[config.mk]
export PLATFORM = sky130hd
export DESIGN_NAME = simple_proc_sequencer
export DESIGN_NICKNAME = d
export VERILOG_FILES = /design/src/rtl/simple_proc_sequencer.sv
export SDC_FILE = /design/constraint.sdc
export NUM_CORES = 1
export LEC_CHECK = 0
export ABC_AREA = 1
export CAP_MARGIN = 5
export CORE_MARGIN = 10
export CORE_UTILIZATION = 50
export CTS_CLUSTER_SIZE = 24
export DETAILED_ROUTE_END_ITERATION = 7
export GPL_TIMING_DRIVEN = 0
export PLACE_DENSITY_LB_ADDON = 0.25
export SLEW_MARGIN = 25
export SYNTH_ARGS = -nofsm -noshare
export SYNTH_HDL_FRONTEND = slang
export SYNTH_SLANG_ARGS = --single-unit
[constraint.sdc]
create_clock -name clk -period 2.6 [get_ports clk]
set_input_delay 0.39 -clock clk [delete_from_list [all_inputs] [get_ports clk]]
set_output_delay 0.39 -clock clk [all_outputs]
set_load 0.02 [all_outputs]
[src/rtl/simple_proc_sequencer.sv]
// Instruction sequencer: buffers 32-bit instructions in a FIFO, issues them to an
// external 8-bit datapath, captures each result and offers it on a valid/ready port.
// Optional build macro SIMPLE_PROC_SEQ_ILLEGAL_TRAP_EN: drop unknown opcodes and pulse illegal_op.
module simple_proc_sequencer #(
  parameter int DEPTH = 4,
  parameter int LVL_W = 3
) (
  input  logic             clk,
  input  logic             rst_n,
  input  logic             flush,
  input  logic             in_valid,
  input  logic [31:0]      in_instr,
  output logic             in_ready,
  output logic [31:0]      alu_instr,
  input  logic [7:0]       alu_result,
  output logic             out_valid,
  output logic [7:0]       out_data,
  input  logic             out_ready,
  output logic             busy,
  output logic [LVL_W-1:0] fifo_level,
  output logic             illegal_op,
  output logic [1:0]       state_dbg
);

  // Handshakes: a transfer happens at a rising edge where valid and ready are both 1
  // (in_valid/in_ready for instructions, out_valid/out_ready for results); flush voids both.
  localparam int PW = (DEPTH > 1) ? $clog2(DEPTH) : 1;

  typedef enum logic [1:0] {
    IDLE  = 2'd0,
    ISSUE = 2'd1,
    DONE  = 2'd2
  } state_t;

  state_t           state_q;
  logic [31:0]      mem_q [DEPTH];
  logic [PW-1:0]    wr_ptr_q, rd_ptr_q;
  logic [LVL_W-1:0] level_q;
  logic [31:0]      alu_instr_q;
  logic [7:0]       out_data_q;
  logic             out_valid_q;
  logic             illegal_q;

  logic        full, empty, push, pop, accept, head_legal;
  logic [31:0] head;

  assign head   = mem_q[rd_ptr_q];
  assign full   = (level_q == LVL_W'(DEPTH));
  assign empty  = (level_q == '0);
  assign push   = in_valid && !full && !flush;
  assign accept = (state_q == DONE) && out_ready;
  // A pop either starts an issue or, for a trapped opcode, silently discards the head.
  assign pop    = !flush && !empty && ((state_q == IDLE) || accept);

`ifdef SIMPLE_PROC_SEQ_ILLEGAL_TRAP_EN
  // Legal opcodes are 0x88..0x8B, i.e. the top six bits equal 6'b100010.
  assign head_legal = (head[31:26] == 6'b100010);
`else
  assign head_legal = 1'b1;
`endif

  always_ff @(posedge clk) begin
    if (!rst_n) begin
      state_q     <= IDLE;
      wr_ptr_q    <= '0;
      rd_ptr_q    <= '0;
      level_q     <= '0;
      alu_instr_q <= '0;
      out_data_q  <= '0;
      out_valid_q <= 1'b0;
      illegal_q   <= 1'b0;
    end else begin
      illegal_q <= 1'b0;
      if (push) begin
        mem_q[wr_ptr_q] <= in_instr;
        wr_ptr_q        <= wr_ptr_q + PW'(1);
      end
      if (pop) begin
        rd_ptr_q <= rd_ptr_q + PW'(1);
      end
      level_q <= level_q + LVL_W'(push) - LVL_W'(pop);

      if (flush) begin
        wr_ptr_q    <= '0;
        rd_ptr_q    <= '0;
        level_q     <= '0;
        state_q     <= IDLE;
        out_valid_q <= 1'b0;
      end else begin
        case (state_q)
          IDLE: begin
            if (pop) begin
              if (head_legal) begin
                alu_instr_q <= head;
                state_q     <= ISSUE;
              end else begin
                illegal_q <= 1'b1;
              end
            end
          end
          ISSUE: begin
            out_data_q  <= alu_result;
            out_valid_q <= 1'b1;
            state_q     <= DONE;
          end
          DONE: begin
            if (accept) begin
              out_valid_q <= 1'b0;
              if (pop && head_legal) begin
                alu_instr_q <= head;
                state_q     <= ISSUE;
              end else begin
                state_q   <= IDLE;
                illegal_q <= pop;
              end
            end
          end
          default: state_q <= IDLE;
        endcase
      end
    end
  end

  assign in_ready   = !full;
  assign alu_instr  = alu_instr_q;
  assign out_valid  = out_valid_q;
  assign out_data   = out_data_q;
  assign busy       = (state_q != IDLE) || !empty;
  assign fifo_level = level_q;
  assign illegal_op = illegal_q;
  assign state_dbg  = state_q;

endmodule

Word-level counts from Yosys, hierarchy flattened

Memories as Yosys holds them, arrays and structs flattened. A register that Yosys moved wholly into a read port is not among the register bits.
Cells that the tools add are included.

$mul: 0
Add/sub/neg operators: 4
Shift operators: 0
Muxes and demuxes: 14
Equal/unequal tests: 5
Reductions and logical operators: 20
$lt $le $gt $ge: 0
Div/mod/pow operators: 0
Bitwise operators: 2

Operator list:

| kind                                           | count |
|---|---|
| two-way mux 32 bit                             | 2 |
| case mux 32 bit (2 select lines)               | 1 |
| two-way mux 2 bit                              | 4 |
| case mux 2 bit (3 select lines)                | 1 |
| AND reduction 2 bit                            | 3 |
| nonzero test 2 bit                             | 3 |
| logical AND 1 bit                              | 5 |
| two-way mux 1 bit                              | 5 |
| adder 2 x 1 -> 2 bit (second input constant)   | 2 |
| != test 2 bit (second input constant)          | 2 |
| adder 3 x 1 -> 3 bit                           | 1 |
| == test 3 bit (second input constant)          | 1 |
| zero test 1 bit                                | 3 |
| zero test 3 bit                                | 1 |
| AND reduction 3 bit                            | 1 |
| subtractor 3 x 1 -> 3 bit                      | 1 |
| == test 2 x 1 -> 1 bit (second input constant) | 1 |
| == test 2 bit (second input constant)          | 1 |
| zero test 2 bit                                | 1 |
| logical OR 1 bit                               | 2 |
| inverter 1 bit                                 | 2 |
| case mux 1 bit (2 select lines)                | 1 |
| OR reduction 2 bit                             | 1 |

RAM bits: 128
Memory bits (read-only): 0
Logic and storage cells: 53
Input bits: 45
Memories: 1
Bits in registers: 50
Latch bits: 0
Output and inout bits: 49

Memory list:

| memory | words | bits a word | read ports | clocked after Yosys merged registers in | wr ports | RTL line | text |
|---|---|---|---|---|---|---|---|
| mem_q  | 4     | 32          | 1          | 1                                       | 1        | 36       | `logic [31:0] mem_q [DEPTH];` |

Longest topological paths before layout

Word-level depth: 7
Depth in mapped cells: 13
Depth with buffers taken out: 13

Worst setup path after synthesis

Ideal clock, no wire load.

Path kind: reg2reg
Start point: register level_q[1], in the netlist fifo_level[1]
End point: memory mem_q[0][0] (enable)
Setup time: 0.421 ns
Cell stages (with the launch flop): 7
Data required time: 2.179 ns
Buffers on the path: 0
Data arrival time: 2.522 ns
Path slack: -0.343 ns
Clock period less this slack: 2.943 ns
Cell sequence: dfxtp_1 -> nor2_2 -> nand2_1 -> nand2_1 -> nor2_1 -> nand2_1 -> nor2_1

Word-level cells in the longest chain between the ends: 7

Ends and longest elaborated chain:

| what                                    | RTL line | text |
|---|---|---|
| start: declaration                      | 38       | `logic [LVL_W-1:0] level_q;` |
| start signal: assignment                | 81       | `level_q <= level_q + LVL_W'(push) - LVL_W'(pop);` |
| == test 3 bit                           | 48       | `assign full = (level_q == LVL_W'(DEPTH));` |
| zero test 1 bit                         | --       |  |
| via in_ready                            | 13       | `output logic in_ready,` |
| logical AND 1 bit (2 in a row)          | 50       | `assign push = in_valid && !full && !flush;` |
| two-way mux 1 bit                       | 74       | `if (push) begin` |
| two-way mux 1 bit                       | 63       | `if (!rst_n) begin` |
| two-way mux 1 bit (implied by the code) | 75       | `mem_q[wr_ptr_q] <= in_instr;` |
| end: declaration                        | 36       |  |

The timed path passes the listed nets, and every way through them passes these cells.

Final worst setup path

Start point: input port flush
End point: register level_q[2], in the netlist fifo_level[2]

Word-level cells in the longest chain between the ends: 4
Elaborated cells on any way between the ends: 7
Classes of those cells: 2 x add/sub; 5 x reduce/logical

Ends and longest elaborated chain:

| what                                                             | RTL line | text |
|---|---|---|
| start: declaration                                               | 10       | `input logic flush,` |
| zero test 1 bit                                                  | 50, 53   |  |
| logical AND 1 bit (on tied branches)                             | 50, 53   |  |
| adder 3 x 1 -> 3 bit / logical AND 1 bit (equally long branches) | 81, 53   |  |
| subtractor 3 x 1 -> 3 bit                                        | 81       |  |

Parallel ways exist; a longest one is shown, timed or not.
A chain may end at the register's enable or synchronous reset.

==> reports/metrics.cfg <==
[setup_path]
cp_num_buf_inv=6
cp_top_family=buffers and inverters
r2r_cells=7
cp_max_fo=10
crit_path_start_kind=primary input
r2r_end=mem_q[1][7]
critPathCaptureType=flip-flop
path_common_cell=inv_1
critPathKind=primary input to flip-flop
crit_path_cell_trace=clkdlybuf4s50_1 > inv_1 > buf_2 > nand2_1 > nor2_1 > ha_1 > inv_1 > ha_1 > inv_1 > fa_1 > xor2_1 > inv_1 > nor2_1
required_ns=2.91
max_stage_delay_ns=0.48
worst_path_max_delay_cell=clkdlybuf4s50_1
arrival_ns=2.64
r2r_start=fifo_level[1]
ff2ff_setup_slack_ns=0.37

[placement]
post_dp_cell_area_mm2=0.008528
hpwl_mm=11.10
gp_congestion=0.7941
portBuffers=91
place_ws_ns=-0.1636

[cells_and_area]
fin_nets=864
nFillCells=1039
antenna_cells=0
drive_gt1_share_pct=7.758
syn_to_final_growth_pct=25.06
fin_area_mm2=0.009079

[sta]
skew_ns=0.009374
setup_ws_ns=0.2740
rsz0062_at_grt=no
hold_viol=0
setup_viol=0
tightest_slew_ns=0.6404
min_period_over_period_pct=89.46
finalMaxSlewViolations=0
fmax_mhz=429.9
max-slew-margin-rel_pct=57.21
fin_crit_ns=2.326

[floorplan]
die_area_mm2=0.01974
io_pins=94
num_rows=43
core_area_mm2=0.01404
die_h_um=140.5
die_w_um=140.5
initial_core_util_pct=51.70

[routing]
wl_mm=16.38
dr_wl_met3_mm=1.196
drtPass1Iterations=4
detail-route-antenna-nets=0
wl_per_cell_um=16.30
drc_errors=0
via_per_inst=5.072
drt_iter0_drc=316
met2_length_mm=8.227
dr.max_layer_used=met5
vias=5097
wl_met1_mm=6.594

[synth]
yosys_warnings=0
synthesis.area_mm2=0.007259
ys_seq_elements=180
synth_cells=698
ys_types=23
yosysSeqAreaShare_pct=67.29
syn-num-nets=750
syn_avg_cell_area_um2=10.40

[clock_tree]
cts_num_sinks=180
cts_max_level=4
cts_tree=done
clk_pin_slew_worst_paths_ns=0.06
cts_resized=0
hold_buffers=0
cts_buffers=17
clock-root-buffer=clkbuf_16
post_cts_buffers=0
clk_latency_ns=0.43
cts.path.max_buffers=2

[grt]
antenna_found_initial=1
overflow=0
grt_max_degree=22
grt_pass1_wl_mm=25.65
grt_pass1_vias=5166
grt_usage_pct=16.42

[worst_hold_path]
hold_path_class=primary input to flip-flop
min_to=alu_instr[1]
worstHoldStart=rst_n
min_delay_path_depth=3

[pwr]
p_leak_nw=3.524
powerDensity_mw_per_mm2=671.0
peakVddDrop_v=0.0005612

[run]
drv_cap=0

[run_status]
status=finished clean

## routing by layer
layer	up-vias	GRT usage, %
met5	-	0
met4	2	7.391
met3	27	5.443
met2	166	28.57
met1	2413	17.71
li1	2489	-
## flip-flops by register name (all words and copies together), names as in the netlist, named ones only
| signal | cells |
|---|---|
| alu_instr | 32 |
| mem_q | 128 |
| out_valid | 1 |
| out_data | 8 |
| state_dbg | 2 |
| rd_ptr_q | 2 |
| fifo_level | 3 |
| wr_ptr_q | 2 |
## stage by stage
step / total power, W / cells / util (%) / hold slack, ns / setup TNS, ns
after floorplan: 0.003497 / 698 / - / 0.4659 / -43.85
after global placement: 0.003729 / 969 / 59.79 / 0.4481 / -187.50
after detailed placement: 0.003754 / 973 / 60.73 / 0.4611 / -0.2134
after CTS: 0.006130 / 1005 / 64.65 / 0.2801 / 0
after global routing: 0.006300 / 1005 / 64.65 / 0.2991 / 0
final: 0.006092 / 1005 / 64.65 / 0.2961 / 0
## cell usage after synthesis
cell type	count	area share, %
nand3_2	1	0.14
buf_4	4	0.41
buf_2	22	1.5
o211ai_1	64	6.6
a21oi_1	13	0.90
edfxtp_1	128	53
o31ai_1	1	0.10
inv_1	116	6.0
nor2_1	80	4.1
fa_1	1	0.28
clkbuf_1	6	0.31
o21ai_0	2	0.14
a21oi_2	1	0.12
nand3_1	10	0.69
clkinv_1	1	0.052
ha_1	6	1.0
nand4_1	1	0.086
dfxtp_1	52	14
nand2_1	182	9.4
xor2_1	2	0.24
buf_6	2	0.31
nor2_2	2	0.17
conb_1	1	0.052
## worst max-delay path by stage
stage | from | to | slack, ns | cells past startpoint
after detailed placement | flush | fifo_level[2] | -0.16 | 13
after CTS | flush | fifo_level[2] | 0.28 | 13
after global routing | flush | fifo_level[2] | 0.09 | 13
final | flush | fifo_level[2] | 0.27 | 13
after floorplan | fifo_level[1] | mem_q[0][0] | -0.34 | 6
after global placement | in_valid | mem_q[3][17] | -1.50 | 5
## report_power, final
group / internal (W) / total [W] / switching (W)
Combinational: 0.000229 / 0.000517 / 0.000289
Clock: 0.00140 / 0.00240 / 0.00101
Sequential: 0.00314 / 0.00317 / 0.0000321
## placed cells by master, fill, tap and decap left out, types with 13 or more instances in the layout
cell type,count
a21oi_1,13
buf_2,22
clkbuf_16,17
clkdlybuf4s50_1,91
dfxtp_1,52
edfxtp_1,128
inv_1,116
nand2_1,182
nor2_1,76
o211ai_1,64
## logic make-up after synthesis
kind of cell             count (synthesis)  synth area share [%]
AND/OR/NAND/NOR                        276                 14.63
flip-flops                             180                 67.29
buffers and inverters                  151                 8.600
AO/OA/AOI/OAI                           81                 7.877
adder cells (fa/ha/maj)                  7                 1.310
XOR/XNOR                                 2                0.2413
other                                    1               0.05166
## layout make-up
type | instances | area (um^2) | share of cell area [%]
clock inverter | 12 | 113.9 | 1.254
inverter | 117 | 439.2 | 4.837
multi-input combinational | 367 | 1780 | 19.61
sequential | 180 | 4885 | 53.80
timing repair buffer | 95 | 1013 | 11.16
tap | 180 | 225.2 | 2.481
buffer | 34 | 185.2 | 2.040
clock buffer | 20 | 436.7 | 4.810
## worst register-to-register path: stages (launching register included)
cell and delay (ns):
dfxtp_1 0.44, nor2_2 0.10, nand2_1 0.09, nand2_1 0.10, nor2_1 0.14, nand2_1 0.24, nor2_4 0.57, buf_16 0.25
No activity file was read; power rests on OpenSTA's default activity.
